**config.mk**
```make
export PLATFORM = sky130hd
export DESIGN_NAME = sprite_cmd_sched
export DESIGN_NICKNAME = d
export VERILOG_FILES = /design/src/rtl/vga_pkg.sv /design/src/rtl/sync_level.sv /design/src/rtl/sprite_cmd_sched.sv
export SDC_FILE = /design/constraint.sdc
export NUM_CORES = 1
export LEC_CHECK = 0
export BUFFER_PORTS_ARGS = -buffer_cell sky130_fd_sc_hd__buf_2
export CAP_MARGIN = 20
export CORE_UTILIZATION = 46
export DETAILED_ROUTE_END_ITERATION = 7
export PLACE_DENSITY = 0.8
export RECOVER_POWER = 25
export SLEW_MARGIN = 20
export SYNTH_ARGS = -nofsm -noshare
export SYNTH_HDL_FRONTEND = slang
export SYNTH_HIERARCHICAL = 1
export SYNTH_SLANG_ARGS = --single-unit
export TNS_END_PERCENT = 10
```
**constraint.sdc**
```tcl
create_clock -name clk_100 -period 2.61 [get_ports clk_100]
set_input_delay 0.522 -clock clk_100 [delete_from_list [all_inputs] [get_ports clk_100]]
set_output_delay 0.522 -clock clk_100 [all_outputs]
set_load 0.01 [all_outputs]
```
**src/rtl/vga_pkg.sv**
```systemverilog
// Shared definitions for the VGA pixel-engine command path: op codes, command
// field positions and the scheduler FSM encoding.
package vga_pkg;

    typedef enum logic [1:0] {
        OP_POS = 2'd0,
        OP_ATT = 2'd1,
        OP_FWR = 2'd2,
        OP_BG  = 2'd3
    } op_e;

    typedef enum logic [1:0] {
        ST_IDLE   = 2'd0,
        ST_SETUP  = 2'd1,
        ST_STROBE = 2'd2,
        ST_ACK    = 2'd3
    } state_e;

    localparam int CMD_W      = 32;
    localparam int OP_LSB     = 30;
    localparam int SEL_LSB    = 25;
    localparam int SEL_W      = 5;
    localparam int X_LSB      = 15;
    localparam int X_W        = 10;
    localparam int Y_LSB      = 6;
    localparam int Y_W        = 9;
    localparam int VIS_BIT    = 5;
    localparam int FWADDR_LSB = 4;
    localparam int FWADDR_W   = 11;
    localparam int FWDATA_LSB = 0;
    localparam int FWDATA_W   = 4;
    localparam int BG_LSB     = 0;
    localparam int BG_W       = 2;

    function automatic op_e cmd_op(input logic [CMD_W-1:0] cmd);
        return op_e'(cmd[OP_LSB +: 2]);
    endfunction

endpackage

```
**src/rtl/sync_level.sv**
```systemverilog
// N-flop level synchroniser for a slowly changing signal crossing into this
// clock domain. Output is the oldest stage.
module sync_level #(
    parameter int STAGES = 2
) (
    input  logic clk,
    input  logic rst_n,
    input  logic d,
    output logic q
);

    logic [STAGES-1:0] sync_q;
    logic [STAGES-1:0] sync_d;

    generate
        if (STAGES == 1) begin : g_single
            always_comb sync_d = d;
        end else begin : g_chain
            always_comb sync_d = {sync_q[STAGES-2:0], d};
        end
    endgenerate

    // NOTE: sequential state uses non-blocking assignments so every flop in the
    // chain samples the value from before this edge, giving a true shift.
    always_ff @(posedge clk or negedge rst_n) begin
        if (!rst_n) begin
            sync_q <= '0;
        end else begin
            sync_q <= sync_d;
        end
    end

    assign q = sync_q[STAGES-1];

endmodule

```
**src/rtl/sprite_cmd_sched.sv**
```systemverilog
// Round-robin scheduler serialising two requesters' commands onto the pixel
// engine's load strobes; sprite and background updates wait for vblank.
module sprite_cmd_sched
    import vga_pkg::*;
#(
    parameter int SYNC_STAGES = 2,
    parameter bit GATE_FW     = 1'b0
) (
    input  logic        clk_100,
    input  logic        rst,
    input  logic        vblank,
    input  logic [1:0]  req_valid,
    input  logic [63:0] req_cmd,
    output logic [1:0]  req_ready,
    output logic [9:0]  x,
    output logic [8:0]  y,
    output logic [4:0]  sprite_sel,
    output logic        visable,
    output logic        load_pos,
    output logic        load_att,
    output logic [1:0]  background_sel,
    output logic        bchange_active,
    output logic [10:0] fwaddr,
    output logic [3:0]  fwdata,
    output logic        fwenable,
    output logic        fchange_active,
    output logic        busy
);

    logic vblank_s;

    sync_level #(.STAGES(SYNC_STAGES)) u_vblank_sync (
        .clk   (clk_100),
        .rst_n (rst),
        .d     (vblank),
        .q     (vblank_s)
    );

    state_e      state_q, state_d;
    op_e         op_q, op_d;
    logic        win_q, win_d;
    logic        last_grant_q, last_grant_d;
    logic [9:0]  x_q, x_d;
    logic [8:0]  y_q, y_d;
    logic [4:0]  sel_q, sel_d;
    logic        vis_q, vis_d;
    logic [1:0]  bg_q, bg_d;
    logic [10:0] fwaddr_q, fwaddr_d;
    logic [3:0]  fwdata_q, fwdata_d;

    logic [1:0]       eligible;
    logic             win;
    logic [CMD_W-1:0] win_cmd;

    // A request competes only if its own op may run now, so a gated request
    // never starves an always-eligible framebuffer write on the other port.
    always_comb begin
        eligible = '0;
        for (int n = 0; n < 2; n++) begin
            eligible[n] = req_valid[n] &
                          (vblank_s | ((cmd_op(req_cmd[CMD_W*n +: CMD_W]) == OP_FWR) && !GATE_FW));
        end
        if (eligible == 2'b11) begin
            win = ~last_grant_q;
        end else begin
            win = eligible[1];
        end
        win_cmd = win ? req_cmd[63:32] : req_cmd[31:0];
    end

    // Fields are captured at grant time so the data outputs are already
    // valid in SETUP; fields the op does not use keep their old value.
    always_comb begin
        state_d      = state_q;
        op_d         = op_q;
        win_d        = win_q;
        last_grant_d = last_grant_q;
        x_d          = x_q;
        y_d          = y_q;
        sel_d        = sel_q;
        vis_d        = vis_q;
        bg_d         = bg_q;
        fwaddr_d     = fwaddr_q;
        fwdata_d     = fwdata_q;
        case (state_q)
            ST_IDLE: begin
                if (|eligible) begin
                    state_d      = ST_SETUP;
                    win_d        = win;
                    last_grant_d = win;
                    op_d         = cmd_op(win_cmd);
                    case (cmd_op(win_cmd))
                        OP_POS: begin
                            sel_d = win_cmd[SEL_LSB +: SEL_W];
                            x_d   = win_cmd[X_LSB +: X_W];
                            y_d   = win_cmd[Y_LSB +: Y_W];
                        end
                        OP_ATT: begin
                            sel_d = win_cmd[SEL_LSB +: SEL_W];
                            vis_d = win_cmd[VIS_BIT];
                        end
                        OP_FWR: begin
                            fwaddr_d = win_cmd[FWADDR_LSB +: FWADDR_W];
                            fwdata_d = win_cmd[FWDATA_LSB +: FWDATA_W];
                        end
                        default: begin
                            bg_d = win_cmd[BG_LSB +: BG_W];
                        end
                    endcase
                end
            end
            ST_SETUP:  state_d = ST_STROBE;
            ST_STROBE: state_d = ST_ACK;
            default:   state_d = ST_IDLE;
        endcase
    end

    always_ff @(posedge clk_100 or negedge rst) begin
        if (!rst) begin
            state_q      <= ST_IDLE;
            op_q         <= OP_POS;
            win_q        <= 1'b0;
            last_grant_q <= 1'b1;
            x_q          <= '0;
            y_q          <= '0;
            sel_q        <= '0;
            vis_q        <= 1'b0;
            bg_q         <= '0;
            fwaddr_q     <= '0;
            fwdata_q     <= '0;
        end else begin
            state_q      <= state_d;
            op_q         <= op_d;
            win_q        <= win_d;
            last_grant_q <= last_grant_d;
            x_q          <= x_d;
            y_q          <= y_d;
            sel_q        <= sel_d;
            vis_q        <= vis_d;
            bg_q         <= bg_d;
            fwaddr_q     <= fwaddr_d;
            fwdata_q     <= fwdata_d;
        end
    end

    // Strobes and handshakes decode straight from registered state, so an
    // asynchronous reset clears them in the same instant as the FSM.
    always_comb begin
        load_pos       = (state_q == ST_STROBE) && (op_q == OP_POS);
        load_att       = (state_q == ST_STROBE) && (op_q == OP_ATT);
        fwenable       = (state_q == ST_STROBE) && (op_q == OP_FWR);
        bchange_active = (state_q == ST_STROBE) && (op_q == OP_BG);
        fchange_active = ((state_q == ST_SETUP) || (state_q == ST_STROBE)) && (op_q == OP_FWR);
        req_ready      = '0;
        if (state_q == ST_ACK) begin
            req_ready[win_q] = 1'b1;
        end
        busy = (state_q != ST_IDLE);
    end

    assign x              = x_q;
    assign y              = y_q;
    assign sprite_sel     = sel_q;
    assign visable        = vis_q;
    assign background_sel = bg_q;
    assign fwaddr         = fwaddr_q;
    assign fwdata         = fwdata_q;

endmodule

```
# --- After elaboration in Yosys (flattened, before gate mapping) ---
# Cells that the tools add are included.
classes:
  addsub: 0
  eq_ne: 12
  order_cmp: 2
  n_div: 0
  mul: 0
  reduce_logical: 20
  muxes: 7
  n_bitwise: 6
  shifts: 0
ops:
  columns: ["op", "count"]
  rows:
  - ["32-bit 2-to-1 mux", 1]
  - ["2-bit == test, second input constant", 8]
  - ["3-bit AND reduction", 5]
  - ["2-bit by 1-bit == test with 1-bit output, second input constant", 3]
  - ["1-bit logical AND", 6]
  - ["2-bit zero test", 3]
  - ["2-bit case mux with 3 select lines", 1]
  - ["2-bit 2-to-1 mux", 2]
  - ["2-bit OR reduction", 2]
  - ["3-bit OR reduction", 1]
  - ["1-bit AND", 2]
  - ["1-bit by 2-bit < comparator with 1-bit output, second input constant", 1]
  - ["1-bit 2-to-1 mux", 2]
  - ["2-bit != test, second input constant", 1]
  - ["1-bit NOT", 2]
  - ["1-bit OR", 2]
  - ["2-bit AND reduction", 1]
  - ["2-bit nonzero test", 1]
  - ["1-bit demux with 1-bit select", 1]
  - ["1-bit greater-or-equal comparator, second input constant", 1]
  - ["1-bit logical OR", 1]
totals:
  romBits: 0
  n_memories: 0
  reg_bits: 50
  ram_bits: 0
  inputBits: 69
  latch_bits: 0

# --- Logic depth before layout (Yosys ltp) ---
depth:
  word_depth: 10
  ltp_mapped: 9

# --- By module ---
# The synthesis kept the hierarchy.
by_module_without_submodules:
  columns: ["mod", "cells_each", "seq_area_each_um2", "n_inst", "area_per_inst_um2"]
  rows:
  - ["sprite_cmd_sched", 184, 1202.4, 1, 2414.8]
  - ["sync_level", 2, 50.0, 1, 50.0]

# --- Least setup slack after synthesis ---
# Ideal clock, no wire load.
synth_path:
  kind: "in2reg"
  from: "input port req_cmd[31]"
  to: "register x_q[3] (netlist: x[3])"
  required_ns: 2.485
  t_arrival_ns: 1.991
  setup_slack_ns: 0.494
  stages: 7
  setup_time_ns: 0.125
  n_path_buf: 2
  cell_sequence: "nor2b_1 > o211a_1 > or3_4 > and3_1 > buf_6 > buf_6 > mux2_4"
synth_between:
  elab_chain_len: 8
  elab_cells_between_ends: 9
  cone_classes: "eq/ne: 2; mux: 2; bitwise: 2; reduce/logical: 3"
synth_rtl:
  columns: ["element", "line", "text"]
  rows:
  - ["from (decl)", "sprite_cmd_sched.sv:13", "input logic [63:0] req_cmd,"]
  - ["2-bit == test", "sprite_cmd_sched.sv:61", "(vblank_s | ((cmd_op(req_cmd[CMD_W*n +: CMD_W]) == OP_FWR) && !GATE_FW));"]
  - ["1-bit OR", "sprite_cmd_sched.sv:61", null]
  - ["1-bit AND", "sprite_cmd_sched.sv:60", "eligible[n] = req_valid[n] &"]
  - ["2-bit == test", "sprite_cmd_sched.sv:63", "if (eligible == 2'b11) begin"]
  - ["1-bit 2-to-1 mux", "sprite_cmd_sched.sv:63", null]
  - ["32-bit 2-to-1 mux", "sprite_cmd_sched.sv:68", "win_cmd = win ? req_cmd[63:32] : req_cmd[31:0];"]
  - ["2-bit zero test", "sprite_cmd_sched.sv:92", "case (cmd_op(win_cmd))"]
  - ["3-bit AND reduction (no line)", null, null]
  - ["to (signal assigned)", "sprite_cmd_sched.sv:124", "x_q <= '0;"]
  - ["to (signal assigned)", "sprite_cmd_sched.sv:136", "x_q <= x_d;"]
  - ["to (decl)", "sprite_cmd_sched.sv:43", "logic [9:0] x_q, x_d;"]
# Several ways; a longest one is shown, not always the timed one.
# A chain may end at the register's enable or synchronous reset.

# --- Worst setup path in the final report ---
layout_path:
  from: "register state_q[0]"
  to: "register x_q[1] (netlist: x[1])"
layout_between:
  elab_chain_len: 2
layout_rtl:
  columns: ["element", "line", "text"]
  rows:
  - ["from (decl)", "sprite_cmd_sched.sv:39", "state_e state_q, state_d;"]
  - ["from (signal assigned)", "sprite_cmd_sched.sv:132", "state_q <= state_d;"]
  - ["2-bit zero test", "sprite_cmd_sched.sv:85", "case (state_q)"]
  - ["3-bit AND reduction (no line)", null, null]
# Every way passes these cells.

==> metrics.txt <==
Worst Path Max Fanout=19; fraction of post-synthesis cell area in the top cell type by area=between 40 and 50%; vias=1,877; setup repair after global routing missed its margin=no; nature of the critical path startpoint=flop; cell count of the worst reg-to-reg path=8; # nets final=383; number of ports placed on the die boundary=~120; setup slack of the worst register-to-register path=~0.28 ns; Data required, critical path=between 2 and 3 ns; Yosys top cell by area=sky130_fd_sc_hd__dfrtp_1; Detail Route Antenna Nets=0; most crowded layer after global routing=met2; Site Rows=26; post-route minimum period=roughly 2.3 ns; cell count after placement=approximately 370; final estimated routing congestion in global placement=around 0.76; clk buf depth=2; mean post-synth cell area=13.25 µm²; Pre-antenna DRT Iters=3; worst setup path startpoint=state_q[0]$_DFFE_PN0P_; GRT Resource Usage Total=between 10% and 20%; share of total power in combinational logic=a little over two fifths; synth unique cells=36; CTS tree=built; number of DRC violations after detailed routing=0; leading cell types in the layout, fill and taps excluded=sky130_fd_sc_hd__buf_2, sky130_fd_sc_hd__mux2_2, sky130_fd_sc_hd__dfrtp_1; first-iteration detailed-routing DRC count=slightly above 80; die extent in y=about 75 µm; routed len/inst=around 14 µm; Die Area=~0.0057 mm²; number of slew-limit violations in the final report=0; Setup TNS=0 ns; Mapped Cells=roughly 190; antenna violations before repair=0; slew at the pin closest to its max-slew limit=between 1 and 1.5 ns; clock tree sinks=50; CP Capture Point=x[1]$_DFFE_PN0P_; Post-Synthesis Net Count=~260; final period utilization=about nine tenths; detailed-route vias per instance=between 4 and 5; GR met1 Demand/Resource=a little under a quarter; clock network power share=~14%; highest achievable clock rate=429.7 MHz; hold-fix buffers at CTS=0; sequential fraction of the synthesis area=between 50% and 60%; synthesis warning total=6; root buffer cell=sky130_fd_sc_hd__clkbuf_8; Sequential Power Share=roughly 43%; initial core utilization=a little under half; setup skew after layout=approximately 0.0058 ns; Seq cells post-synth=50; Max Cap Viol=0; met3 demand-to-capacity share in global routing=roughly 3.5%; maximum level of the CTS H-tree=2; fin cells=approximately 380; reg-to-reg critical path endpoint=x[1]$_DFFE_PN0P_; proportion of layout cells with a drive suffix above 1=between 60% and 70%; Net Sw Frac=between 30% and 40%; count of input and output buffers=~120; Arr. time, crit path=approximately 2.5 ns; final count of negative-setup-slack endpoints=0; global-route wire length before repair=between 7000 and 8000 µm; filler cell count=437; width of the die=roughly 75 µm; netlist area before placement=~0.0025 mm²; clock input transition at the sequential cells of the worst setup and hold paths=roughly 0.080 ns; internal power component=around 2.1 mW; clock latency on the worst-skew pair=between 0.2 and 0.3 ns; Detail Placement HPWL=4075 µm; Pleak=around 1.6 nW; Final Hold Viols=0; dominant cells by area after synthesis=sky130_fd_sc_hd__dfrtp_1, sky130_fd_sc_hd__mux2_2, sky130_fd_sc_hd__mux2_4; Max rail drop VDD=628.4 µV; areal power density over the cells=between 900 and 1000 mW/mm²; sw power=about 1.1 mW; total clock buffers created by CTS=5; number of global-route vias before repair=~1,800; number of inserted diodes=0; Worst setup EP type=flop; category of the most critical setup path=flop to flop; Reg2Reg Launch Point=state_q[0]$_DFFE_PN0P_; largest net degree at the start of global routing=25; Post-CTS Setup Bufs=0; area grow syn2layout=31.83%; Slew HR=a little under a fifth; GR Util met2=approximately 34%; grt total ovfl=0; sum of routed wire length over all layers=approximately 5200 µm; worst min-delay path class=input port to asynchronous set/reset pin; total core area=between 0.005 and 0.006 mm²; number of gates given a new drive strength after cts=0; most common library cell in the layout ignoring fill and taps=sky130_fd_sc_hd__buf_2; result of the run=finished clean
## worst min path at each step
stage / from / to / slack, ns / cells past startpoint
2_1_floorplan: rst / background_sel[0]$_DFFE_PN0P_ / 0.23 / 0
3_3_place_gp: u_vblank_sync/sync_q[0]$_DFF_PN0_ / u_vblank_sync/sync_q[1]$_DFF_PN0_ / 0.33 / 0
4_1_cts: rst / win_q$_DFFE_PN0P_ / 0.12 / 1
6_report: rst / state_q[1]$_DFFE_PN0P_ / 0.28 / 1
3_5_place_dp: u_vblank_sync/sync_q[0]$_DFF_PN0_ / u_vblank_sync/sync_q[1]$_DFF_PN0_ / 0.35 / 0
5_1_grt: vblank / u_vblank_sync/sync_q[0]$_DFF_PN0_ / 0.32 / 1
## synthesized netlist by cell type, drive strengths merged
| library cell | number |
|---|---|
| a211oi | 1 |
| a21boi | 2 |
| a21oi | 7 |
| a31o | 1 |
| a31oi | 1 |
| and2 | 1 |
| and3 | 3 |
| buf | 6 |
| clkbuf | 1 |
| dfrtp | 49 |
| dfstp | 1 |
| ha | 3 |
| inv | 6 |
| mux2 | 64 |
| mux2i | 5 |
| nand2 | 3 |
| nand2b | 1 |
| nand3 | 1 |
| nor2 | 10 |
| nor2b | 4 |
| nor3 | 1 |
| nor3b | 2 |
| nor4 | 1 |
| o2111ai | 1 |
| o211a | 1 |
| o211ai | 1 |
| o21ai | 5 |
| o21bai | 1 |
| o2bb2ai | 1 |
| o31ai | 1 |
| or3 | 1 |
## power by group through the flow
stage	Sequential (mW)	Clock (mW)	Combinational, mW
after detailed placement	1.36	0	1.38
after global routing	1.40	0.491	1.50
after CTS	1.35	0.460	1.39
after floorplan	1.50	0	0.661
after global placement	1.35	0	1.33
final	1.35	0.447	1.36
## layout make-up
class                   count  area, µm²  share of cell area (%)
multi-input cells         123       1149                   35.35
clock inverters             1      5.005                  0.1540
inverters                   6      22.52                  0.6931
well taps                  70      87.58                   2.695
flip-flops and latches     50       1252                   38.54
repair buffers            125      646.9                   19.91
clock buffers               7      86.33                   2.657
## stage by stage
stage               hold slack [ns]  worst slack (ns)  instance area, µm²  total power, mW  util [%]
finish                       0.2836            0.2829                3249            3.157     63.22
floorplan                    0.2264            0.4941                2465            2.165         -
global placement             0.3344            0.3449                3167            2.679     61.61
global route                 0.3196           0.09366                3249            3.388     63.22
CTS                          0.1247            0.2669                3258            3.201     63.39
detailed placement           0.3504            0.2803                3167            2.745     61.61
## registers in the layout, summed over array words and instances, names as in the netlist, 4 cells and up
signal	flops
fwaddr	11
y	9
x	10
fwdata	4
sprite_sel	5
## logic make-up (layout without fill, tap and decap cells)
| logic type | count (synthesis) | count (layout) | synth area share [%] |
|---|---|---|---|
| buffers and inverters | 13 | 139 | 2.893 |
| and+or+nand+nor | 28 | 28 | 5.990 |
| adders and majority gates | 3 | 3 | 1.523 |
| muxes | 69 | 69 | 32.79 |
| AOI/OAI and AO/OA | 23 | 23 | 5.990 |
| DFF | 50 | 50 | 50.81 |
## layer usage
layer | part of all wire, % | up-vias
met4 | 0.73 | 0
met1 | 42 | 897
met5 | 0 | -
met3 | 4.4 | 4
met2 | 52 | 62
li1 | - | 914
## worst max-delay path, cell delays in order, from the launching register on
cell                      delay, ns
sky130_fd_sc_hd__dfrtp_1       0.41
sky130_fd_sc_hd__inv_1         0.10
sky130_fd_sc_hd__ha_1          0.22
sky130_fd_sc_hd__inv_1         0.13
sky130_fd_sc_hd__nor4_1        0.27
sky130_fd_sc_hd__a31o_2        0.28
sky130_fd_sc_hd__and3_1        0.25
sky130_fd_sc_hd__buf_12        0.19
sky130_fd_sc_hd__mux2_2        0.35
Power figures use the tool's default switching activity.
